--- config.mk ---
export PLATFORM = sky130hd
export DESIGN_NAME = roundrobin_fixed_timeslice
export DESIGN_NICKNAME = d
export VERILOG_FILES = /design/src/rtl/roundrobin_fixed_timeslice.sv
export SDC_FILE = /design/constraint.sdc
export NUM_CORES = 1
export LEC_CHECK = 0
export BUFFER_PORTS_ARGS = -buffer_cell sky130_fd_sc_hd__buf_2
export CAP_MARGIN = 10
export CORE_AREA = 4 4 41 43
export DETAILED_ROUTE_END_ITERATION = 10
export DIE_AREA = 0 0 45 47
export SLEW_MARGIN = 20
export SYNTH_ARGS = -nofsm -noshare
export SYNTH_HDL_FRONTEND = slang
export SYNTH_SLANG_ARGS = --single-unit
export TNS_END_PERCENT = 5
--- constraint.sdc ---
create_clock -name clk -period 2.7 [get_ports clk]
set_input_delay 0.405 -clock clk [delete_from_list [all_inputs] [get_ports clk]]
set_output_delay 0.405 -clock clk [all_outputs]
set_load 0.02 [all_outputs]
--- src/rtl/roundrobin_fixed_timeslice.sv ---
// Registered round-robin arbiter with a fixed per-grant time slice.
// The holder keeps the grant for up to TIME_SLICE cycles, then priority rotates.
module roundrobin_fixed_timeslice #(
  parameter int N_REQ      = 4,
  parameter int TIME_SLICE = 1,
  parameter int CNT_W      = $clog2(TIME_SLICE + 1)
) (
  input  logic             clk,
  input  logic             rst_n,
  input  logic [N_REQ-1:0] REQ,
  output logic [N_REQ-1:0] GNT
);

  localparam int PTR_W = $clog2(N_REQ);
  localparam logic [CNT_W-1:0] CNT_LAST = CNT_W'(TIME_SLICE - 1);
  localparam logic [PTR_W-1:0] PTR_RST = PTR_W'(N_REQ - 1);

  logic [N_REQ-1:0] gnt_q, gnt_d;
  logic [PTR_W-1:0] ptr_q, ptr_d;
  logic [CNT_W-1:0] cnt_q, cnt_d;

  logic [PTR_W-1:0] win;
  logic [PTR_W-1:0] idx;
  logic             found;
  logic             hold;

  // Search starts just after the last winner, so the holder is checked last.
  always_comb begin
    win   = '0;
    idx   = '0;
    found = 1'b0;
    for (int i = 1; i <= N_REQ; i++) begin
      idx = PTR_W'((int'(ptr_q) + i) % N_REQ);
      if (!found && REQ[idx]) begin
        found = 1'b1;
        win   = idx;
      end
    end
  end

  assign hold = (gnt_q != '0) && REQ[ptr_q] && (cnt_q < CNT_LAST);

  always_comb begin
    gnt_d = gnt_q;
    ptr_d = ptr_q;
    cnt_d = cnt_q;
    if (hold) begin
      cnt_d = cnt_q + CNT_W'(1);
    end else if (found) begin
      gnt_d      = '0;
      gnt_d[win] = 1'b1;
      ptr_d      = win;
      cnt_d      = '0;
    end else begin
      gnt_d = '0;
      cnt_d = '0;
    end
  end

  // rst_n is active-high despite its name.
  always_ff @(posedge clk or posedge rst_n) begin
    if (rst_n) begin
      gnt_q <= '0;
      ptr_q <= PTR_RST;
      cnt_q <= '0;
    end else begin
      gnt_q <= gnt_d;
      ptr_q <= ptr_d;
      cnt_q <= cnt_d;
    end
  end

  assign GNT = gnt_q;

endmodule

==> flow_summary.yaml <==
status:
  status: "completed"
clocking:
  cts_sinks: 6
  postCtsSetupRepairBufs: 0
  clock_latency_ns: 0.24
  cts_tree: "yes"
  cts-resized-gates: 0
  clk_pin_slew_ns: 0.04
  cts_hold_buffers: 0
  clockBufferDepth: 2
  h-tree-depth: 1
  clock_tree.root_cell: "clkbuf_4"
  cts_buffers: 3
worst_setup_path:
  max_stage_delay_ns: 0.35
  cp.arrival_ns: 0.74
  slowest_stage: "dfrtp_1"
  worst-path-buf-inv: 1
  cp.required_ns: 2.30
  cp_max_fo: 1
  crit_chain: "buf_2"
  cpLargestDelayFamily: "flip-flops"
  crit_path_start_kind: "flop"
  endpoint_kind: "output port"
  worstSetupPathType: "reg2out"
detailed_routing:
  drt_iter0_markers: 6
  drcViolationCount: 0
  routed_wl_um: 678
  via_per_inst: 5.089
  routedWlPerCell_um: 12.11
  drt.antenna.violating_nets: 0
  firstDrtPassIters: 4
  dr_total_vias: 285
grt:
  grt.busiest_layer: "met4"
  grtUsageTotal_pct: 8.207
  grt_start_max_net_pins: 10
  met3_usage_pct: 0.3831
  use_met1_pct: 10.49
  grt_pass1_wl_um: 1166
  grt_pass1_vias: 294
  antenna_found_initial: 0
  grt-ovfl-total: 0
  use_met2_pct: 10.17
yosys:
  synth_area_um2: 312.8
  synthCells: 30
  yosysSeqAreaShare_pct: 48.80
  yosys_warnings: 0
  synth_cell_type_count: 17
  synth_edf_count: 0
  synth_seq_cells: 6
  yosys-top-cells-area: "dfrtp_1, dfstp_2, nor2b_4"
  ys_top_cells_by_count: "dfrtp_1, o21ai_0"
  yosysTopAreaCell: "dfrtp_1"
  synth_top_area_share_pct: 32.00
  synth_area_per_cell_um2: 10.43
  synthFlopType: "dfrtp_1"
  synth_nets: 36
  async_flop_share_pct: 100.0
timing:
  rsz0062_at_grt: "no"
  hold_viol_final: 0
  fin_crit_sh_pct: 42.29
  slew-limit-headroom_pct: 82.05
  slew_violations: 0
  timing.setup.tns_ns: 0
  skew_ns: 0.002470
  final-setup-viol-count: 0
  period_minus_slack_ns: 1.142
  worst_slew_pin_slew_ns: 0.2650
  holdWs_ns: 0.05893
  clock.fmax_mhz: 875.8
final_layout:
  diodes: 0
  multi_input_area_um2: 143.9
  seq_area_um2: 152.6
  final_area_um2: 394.1
  drive_gt1_share_pct: 43.90
  fillCellCount: 145
  area_growth_pct: 26.00
  nets: 49
placement:
  place.gp.congestion: 0.8487
  dpl_cell_area_um2: 371.6
  hpwl_um: 484.1
  io_buffers: 9
power:
  pwr-share-comb_pct: 35.9
  power.switching_mw: 0.1501
  ir_drop_mv: 0.2502
  fin_total_pwr_mw: 0.3987
  power_density_nw_per_um2: 1012
  pwr-share-clk_pct: 19.7
  sw_frac_of_total_pct: 37.64
  power.internal_mw: 0.2486
  p_leak_nw: 0.1890
  p_seq_share_pct: 44.4
flow_run:
  maxCapViolCount: 0
die:
  start_util_pct: 24.04
  die_y_um: 47
  die-area_um2: 2115
  die_w_um: 45
  rows: 13
  ios: 10
  core_area_um2: 1301
hold_path:
  hp-class: "in2async"
[power groups by stage]
stage	registers [mW]	logic [mW]	clock network, mW
2_1_floorplan	0.182	0.0949	0
3_3_place_gp	0.176	0.142	0
3_5_place_dp	0.176	0.142	0
4_1_cts	0.177	0.144	0.0826
5_1_grt	0.183	0.157	0.0870
6_report	0.177	0.143	0.0784
[stage by stage]
step           worst slack, ns  util [%]  cells
2_1_floorplan            1.620         -     30
3_3_place_gp             1.552     28.56     53
3_5_place_dp             1.564     28.56     53
4_1_cts                  1.544     30.29     56
5_1_grt                  1.526     30.29     56
6_report                 1.558     30.29     56
[metal layers]
metal	wire [um]	share of wire (%)	vias up
li1	-	-	133
met1	297	44	135
met2	294	43	15
met3	66	9.7	2
met4	19	2.8	0
met5	0	0	-
[area by class of cell]
cell class / count / area share, %
Clock buffer: 3 / 5.714
Tap cell: 15 / 4.762
Multi-Input combinational cell: 20 / 36.51
Sequential cell: 6 / 38.73
Timing Repair Buffer: 9 / 11.43
Inverter: 3 / 2.857
[flip-flops by register name (all words and copies together), names as in the netlist]
name,cells
GNT,4
ptr_q,2
[cells by family (layout without fill, tap and decap cells)]
kind of cell    after synthesis  after routing  synth area share, %
compound gates               13             13                28.80
simple gates                  7              7                17.20
flops                         6              6                48.80
buf+inv                       4             15                5.198
[path summary, 6_finish.rpt]
check,start,end,slack [ns],cells after the start
max,GNT[2]$_DFF_PP0_,GNT[2],1.56,1
min,rst_n,GNT[0]$_DFF_PP0_,0.06,2
max reg2reg,ptr_q[1]$_DFFE_PP1P_,GNT[0]$_DFF_PP0_,1.61,3
min reg2reg,ptr_q[1]$_DFFE_PP1P_,ptr_q[1]$_DFFE_PP1P_,0.56,2
max in group asynchronous,rst_n,ptr_q[0]$_DFFE_PP1P_,2.39,2
min in group clk,REQ[2],ptr_q[0]$_DFFE_PP1P_,0.41,2
[layout by cell type (no fill, tap or decap)]
cell type  n
nor2_1     2
inv_1      2
inv_2      1
and3_1     1
nor2b_1    2
o31ai_1    1
dfstp_2    2
clkbuf_4   3
o21ai_0    4
dfrtp_1    4
buf_2      9
o221a_2    1
o21ai_1    1
o22ai_1    2
a21oi_1    1
nor2b_4    2
o311ai_1   1
a32o_1     2
(Power assumes the default switching activity.)
